==> src/rtl/frv_gf256_alu.sv <==
// frv_gf256_alu: multi-cycle packed GF(2^8) multiply / inverse unit over x^8+x^4+x^3+x+1
module frv_gf256_mul (
  input  logic [7:0] i_a,
  input  logic [7:0] i_b,
  output logic [7:0] o_p
);
  logic [7:0] w_t;
  always_comb begin
    o_p = 8'h00;
    w_t = i_a;
    for (int k = 0; k < 8; k++) begin
      o_p = i_b[k] ? o_p ^ w_t : o_p;
      w_t = {w_t[6:0], 1'b0} ^ (w_t[7] ? 8'h1b : 8'h00);
    end
  end
endmodule

module frv_gf256_alu (
  input  logic        g_clk,
  input  logic        g_reset,
  input  logic        in_valid,
  output logic        in_ready,
  input  logic        in_op,
  input  logic [31:0] in_rs1,
  input  logic [31:0] in_rs2,
  output logic        out_valid,
  input  logic        out_ready,
  output logic [31:0] out_result
);
  typedef enum logic [1:0] {IDLE, BUSY, DONE} state_t;
  state_t      r_state;
  logic [31:0] r_acc;
  logic [31:0] r_opb;
  logic        r_op;
  logic [3:0]  r_step;
  logic [31:0] w_mul_b;
  logic [31:0] w_mul;
  logic        w_last;
  // inverse alternates square (even step) and multiply-by-a (odd step) to reach a^254
  assign w_mul_b = (r_op && !r_step[0]) ? r_acc : r_opb;
  assign w_last  = r_op ? (r_step == 4'd12) : 1'b1;
  genvar i;
  generate
    for (i = 0; i < 4; i++) begin : g_lane
      frv_gf256_mul u_mul (
        .i_a(r_acc[8*i +: 8]),
        .i_b(w_mul_b[8*i +: 8]),
        .o_p(w_mul[8*i +: 8])
      );
    end
  endgenerate
  always_ff @(posedge g_clk) begin
    if (g_reset) begin
      r_state <= IDLE;
      r_acc   <= 32'h0;
      r_opb   <= 32'h0;
      r_op    <= 1'b0;
      r_step  <= 4'd0;
    end else if (r_state == IDLE) begin
      if (in_valid) begin
        r_acc   <= in_rs1;
        r_opb   <= in_op ? in_rs1 : in_rs2;
        r_op    <= in_op;
        r_step  <= 4'd0;
        r_state <= BUSY;
      end
    end else if (r_state == BUSY) begin
      r_acc  <= w_mul;
      r_step <= r_step + 4'd1;
      if (w_last) r_state <= DONE;
    end else if (out_ready) begin
      r_state <= IDLE;
    end
  end
  assign in_ready   = (r_state == IDLE);
  assign out_valid  = (r_state == DONE);
  assign out_result = out_valid ? r_acc : 32'h0;
endmodule

==> config.mk <==
export PLATFORM = sky130hd
export DESIGN_NAME = frv_gf256_alu
export DESIGN_NICKNAME = d
export VERILOG_FILES = /design/src/rtl/frv_gf256_alu.sv
export SDC_FILE = /design/constraint.sdc
export NUM_CORES = 1
export LEC_CHECK = 0
export CAP_MARGIN = 20
export CORE_MARGIN = 2
export CORE_UTILIZATION = 45
export DETAILED_ROUTE_END_ITERATION = 16
export PLACE_DENSITY_LB_ADDON = 0.12
export SYNTH_ARGS = -nofsm -noshare
export SYNTH_HDL_FRONTEND = slang
export SYNTH_SLANG_ARGS = --single-unit
==> constraint.sdc <==
create_clock -name g_clk -period 3.4 [get_ports g_clk]
set_input_delay 0.68 -clock g_clk [delete_from_list [all_inputs] [get_ports g_clk]]
set_output_delay 0.68 -clock g_clk [all_outputs]
set_load 0.03 [all_outputs]
# [Word-level counts from Yosys, hierarchy flattened]
# Cells that the tools add are included.
[op_classes] n_addsub=1 n_eq_ne=5 n_mux=75 bitwise=56 n_reduce_logical=8
[op_table] operator="$xor 8x8->8" count=56
[op_table] operator="$mux 8" count=32
[op_table] operator="$mux 32" count=6
[op_table] operator="$mux 5" count=28
[op_table] operator="$mux 4" count=3
[op_table] operator="$mux 2" count=5
[op_table] operator="$add 4x1->4 const B" count=1
[op_table] operator="$eq 4x4->1 const B" count=1
[op_table] operator="$reduce_and 2->1" count=2
[op_table] operator="$ne 3x3->1 const B" count=1
[op_table] operator="$reduce_and 3->1" count=1
[op_table] operator="$reduce_bool 3->1" count=1
[op_table] operator="$eq 2x1->1 const B" count=1
[op_table] operator="$eq 2x2->1 const B" count=1
[op_table] operator="$logic_not 2->1" count=1
[op_table] operator="$ne 2x2->1 const B" count=1
[op_table] operator="$reduce_bool 2->1" count=1
[op_table] operator="$logic_and 1x1->1" count=1
[op_table] operator="$logic_not 1->1" count=1
[op_table] operator="$mux 1" count=1
[totals] regBits=71 in_bits=69 out_inout_bits=34 elab_cells=150

# [Depth between registers and ports, before layout]
[depth] word_depth=20 mapped_depth=12 depth_no_buf=8

# [Modules after synthesis]
# A second synthesis with hierarchy kept.
[hier_totals] hier_cells=1109 hier_area_um2=9132.5
[modules_own_cells] mod="frv_gf256_mul" n_inst=4 cells_each=169 area_per_inst_um2=1331.3 seq_area_each_um2=0.0
[modules_own_cells] mod="frv_gf256_alu" n_inst=1 cells_each=433 area_per_inst_um2=3807.4 seq_area_each_um2=1421.4

# [Worst setup path after synthesis]
# Ideal clock, no wire load.
[synth_path] path_kind="reg-to-output" from="register r_state[1]" to="output port out_result[18]" t_arrival_ns=1.684 required_ns=2.720 slack_ns=1.036 stages_incl_launch_ff=5 path_buffers=1 cell_sequence="dfxtp_1 > clkinv_1 > nor2_1 > clkbuf_1 > and2_1"
[synth_between] elab_chain_cells=2
[synth_rtl] element="start, declared" line="31" rtl="state_t r_state;"
[synth_rtl] element="start signal, assigned" line="54" rtl="r_state <= IDLE;"
[synth_rtl] element="start signal, assigned" line="65" rtl="r_state <= BUSY;"
[synth_rtl] element="start signal, assigned" line="70" rtl="if (w_last) r_state <= DONE;"
[synth_rtl] element="$eq 2x2->1" line="76" rtl="assign out_valid = (r_state == DONE);"
[synth_rtl] element="net out_valid" line="26" rtl="output logic out_valid,"
[synth_rtl] element="$mux 32" line="77" rtl="assign out_result = out_valid ? r_acc : 32'h0;"
[synth_rtl] element="end, declared" line="28" rtl="output logic [31:0] out_result"
# The timed path passes the listed nets, and every way through them passes these cells.

# [Worst setup path after layout]
[layout_path] from="register r_state[1]" to="output port out_result[4]"
[layout_between] elab_chain_cells=2
[layout_rtl] element="$eq 2x2->1" line="76"
[layout_rtl] element="$mux 32" line="77"
# No other way between the ends.

==> flow_metrics.env <==
export IMPL_outcome="complete, no violations"
export IMPL_fillers=2120
export IMPL_slowest_stage="clkdlybuf4s50_1"
export IMPL_synth_enable_flop_cells=0
export IMPL_hp_start="r_opb[31]$_SDFFE_PP0P_"
export IMPL_rows=53
export IMPL_fin_crit_ns=3.08
export IMPL_synth_ff_type="dfxtp_1"
export IMPL_avgSynthCellArea_um2=7.55
export IMPL_period_share=0.905
export IMPL_grt_antenna_before_repair=1
export IMPL_fmaxAchievable_ghz=0.325
export IMPL_gp_congestion=0.937
export IMPL_grt_max_degree=51
export IMPL_post_cts_resized=0
export IMPL_critPathLaunch="r_state[1]$_SDFFE_PP0P_"
export IMPL_clock_sinks=71
export IMPL_grt_pass1_wl_um=49600
export IMPL_routed_via_density=5.69
export IMPL_drc=0
export IMPL_tns_ns=0
export IMPL_finalPower_w=0.00556
export IMPL_first_iter_violations=691
export IMPL_min_path_type="flop to flop"
export IMPL_ir_drop_mv=0.263
export IMPL_vias=9284
export IMPL_power_density_mw_per_mm2=491
export IMPL_post_cts_buffers=0
export IMPL_relSlewSlack=0.404
export IMPL_worstMarginPinSlew_ns=0.888
export IMPL_synth_seq_cells=71
export IMPL_path_buf_inv=3
export IMPL_drive_gt1_frac=0.108
export IMPL_cp_arrival_ns=2.40
export IMPL_grt_pass1_vias=8756
export IMPL_routedWlPerCell_um=19.1
export IMPL_max_stage_delay_ns=0.68
export IMPL_r2r_start="r_step[0]$_SDFFE_PP0P_"
export IMPL_h_tree_depth=3
export IMPL_nNetsFinal=1423
export IMPL_startpoint_type="flop"
export IMPL_required_ns=2.72
export IMPL_layout_common_cells="xnor2_1 (195), nor2_1 (176), nand2_1 (127), clkdlybuf4s50_1 (99), dfxtp_1 (71)"
export IMPL_overflow=0
export IMPL_crit_family="buffers and inverters"
export IMPL_finalMaxSlewViolations=0
export IMPL_cts_root_buf="clkbuf_16"
export IMPL_portBuffers=102
export IMPL_diodes=0
export IMPL_hold_violations=0
export IMPL_dieArea_mm2=0.0228
export IMPL_yosysWarnings=0
export IMPL_cts_hold_buf=0
export IMPL_post_place_ws_ns=0.433
export IMPL_die_y_um=151
export IMPL_path_max_fanout=8
export IMPL_dp_hpwl_um=22400
export IMPL_core_area_mm2=0.0211
export IMPL_clk_latency_ns=0.35
export IMPL_die_w_um=151
export IMPL_fin_ws_ns=0.324
export IMPL_start_util=0.461
export IMPL_pin_count=103
export IMPL_maxCapViolCount=0
export IMPL_ys_seq_area_frac=0.146
export IMPL_criticalPathCategory="flop to primary output"
export IMPL_numCtsBuffers=9
export IMPL_clockBufferDepth=2
export IMPL_wl_um=31200
export IMPL_cts_tree="yes"
export IMPL_dr_pass1_iters=7
export IMPL_synth_distinct_cells=77
export IMPL_async_flop_share=0
export IMPL_finClkSkew_ns=0.00807
export IMPL_netlist_instances=1286
export IMPL_rsz0062_at_grt="no"
export IMPL_area_growth_pct=16.5
export IMPL_crit_path_end_kind="primary output"
export IMPL_layout_commonest_cell="xnor2_1"
export IMPL_syn_nets=1357
export IMPL_clk_pin_slew_ns=0.07
export IMPL_ant_nets=0
export IMPL_crit_path_cell_trace="clkinv_1 -> nor2_2 -> buf_4 -> and2_1 -> clkdlybuf4s50_1"
export IMPL_leakage_nw=4.27
export IMPL_setup_viol=0
export IMPL_gr_usage_all_layers=0.279
export IMPL_synth_area_mm2=0.00971
[cell usage after synthesis (6+ instances only)]
cell,number,area (um2)
mux2i_1,69,691
nand3_1,25,125
mux2_2,11,124
mux2i_4,6,135
inv_1,16,60.1
o22ai_1,13,81.3
a21o_1,14,105
nor3b_1,9,67.6
nor2_1,178,668
nand2b_1,7,43.8
nor3_1,33,165
a31oi_1,6,37.5
o211ai_1,6,45.0
a221oi_1,7,61.3
clkbuf_1,49,184
xor2_2,7,114
xor2_1,47,412
buf_4,9,67.6
o21ai_0,57,285
and3_1,11,68.8
xnor2_1,195,1710
and3b_1,7,61.3
a21oi_2,6,52.6
buf_6,8,90.1
buf_1,8,30.0
xnor2_2,7,114
a22oi_1,8,60.1
nor2b_1,7,43.8
buf_2,31,155
a311oi_1,7,61.3
dfxtp_1,71,1420
and2_1,21,131
a21oi_1,52,260
a211oi_1,49,368
nand2_1,127,477
xnor3_1,15,338
[through the flow]
step / cell area [um2] / instances / hold slack, ns / util
floorplan: 9710 / 1286 / 0.477 / -
global placement: 11000 / 1616 / 0.505 / 0.521
detailed placement: 11000 / 1616 / 0.503 / 0.521
CTS: 11300 / 1632 / 0.513 / 0.537
global route: 11300 / 1632 / 0.549 / 0.537
finish: 11300 / 1632 / 0.516 / 0.537
[state kept, by name (all words and copies together) (netlist names)]
signal   flops
r_opb       32
r_acc       32
r_op         1
r_step       4
r_state      2
[layer usage]
metal | share of wire | track usage | up-vias
li1 | - | - | 4544
met1 | 0.47 | 0.395 | 4381
met2 | 0.45 | 0.440 | 299
met3 | 0.061 | 0.0434 | 58
met4 | 0.023 | 0.0757 | 2
met5 | 0.00042 | 0 | -
[cell families (layout without fill, tap and decap cells)]
kind of cell    after synthesis  after routing  share of synthesized area
compound gates              267            267                      0.184
xor+xnor                    274            274                      0.284
fa+ha+maj                     2              2                    0.00258
buf+inv                     128            199                     0.0659
flops                        71             71                      0.146
mux                          91             91                      0.105
simple gates                453            453                      0.212
[path summary, 6_finish.rpt]
path / to / slack (ns) / cells past startpoint
worst min-delay path: r_opb[31]$_SDFFE_PP0P_ / 0.52 / 2
worst min register to register: r_opb[31]$_SDFFE_PP0P_ / 0.52 / 2
worst max register to register: r_acc[1]$_SDFFE_PP0P_ / 0.37 / 8
worst max-delay path: out_result[4] / 0.32 / 5
[cell type report]
class / count / area (um2) / area share
Sequential cell: 71 / 1420 / 0.126
Inverter: 21 / 78.8 / 0.00696
Timing Repair Buffer: 162 / 1480 / 0.131
Clock buffer: 10 / 239 / 0.0211
Multi-Input combinational cell: 1087 / 7660 / 0.677
Clock inverter: 6 / 90.1 / 0.00796
Tap cell: 275 / 344 / 0.0304
[report_power, final]
part	switching [W]	leakage, nW	internal [W]
registers	0.000208	0.587	0.000929
clock network	0.000432	0.159	0.000668
logic	0.00177	3.52	0.00155
total	0.00241	4.27	0.00315
[tightest hold or removal path, stage by stage (launching register included)]
cell and delay [ns]:
dfxtp_1 0.32, nor2_1 0.10, a211oi_1 0.05
No activity file was read; power rests on OpenSTA's default activity.
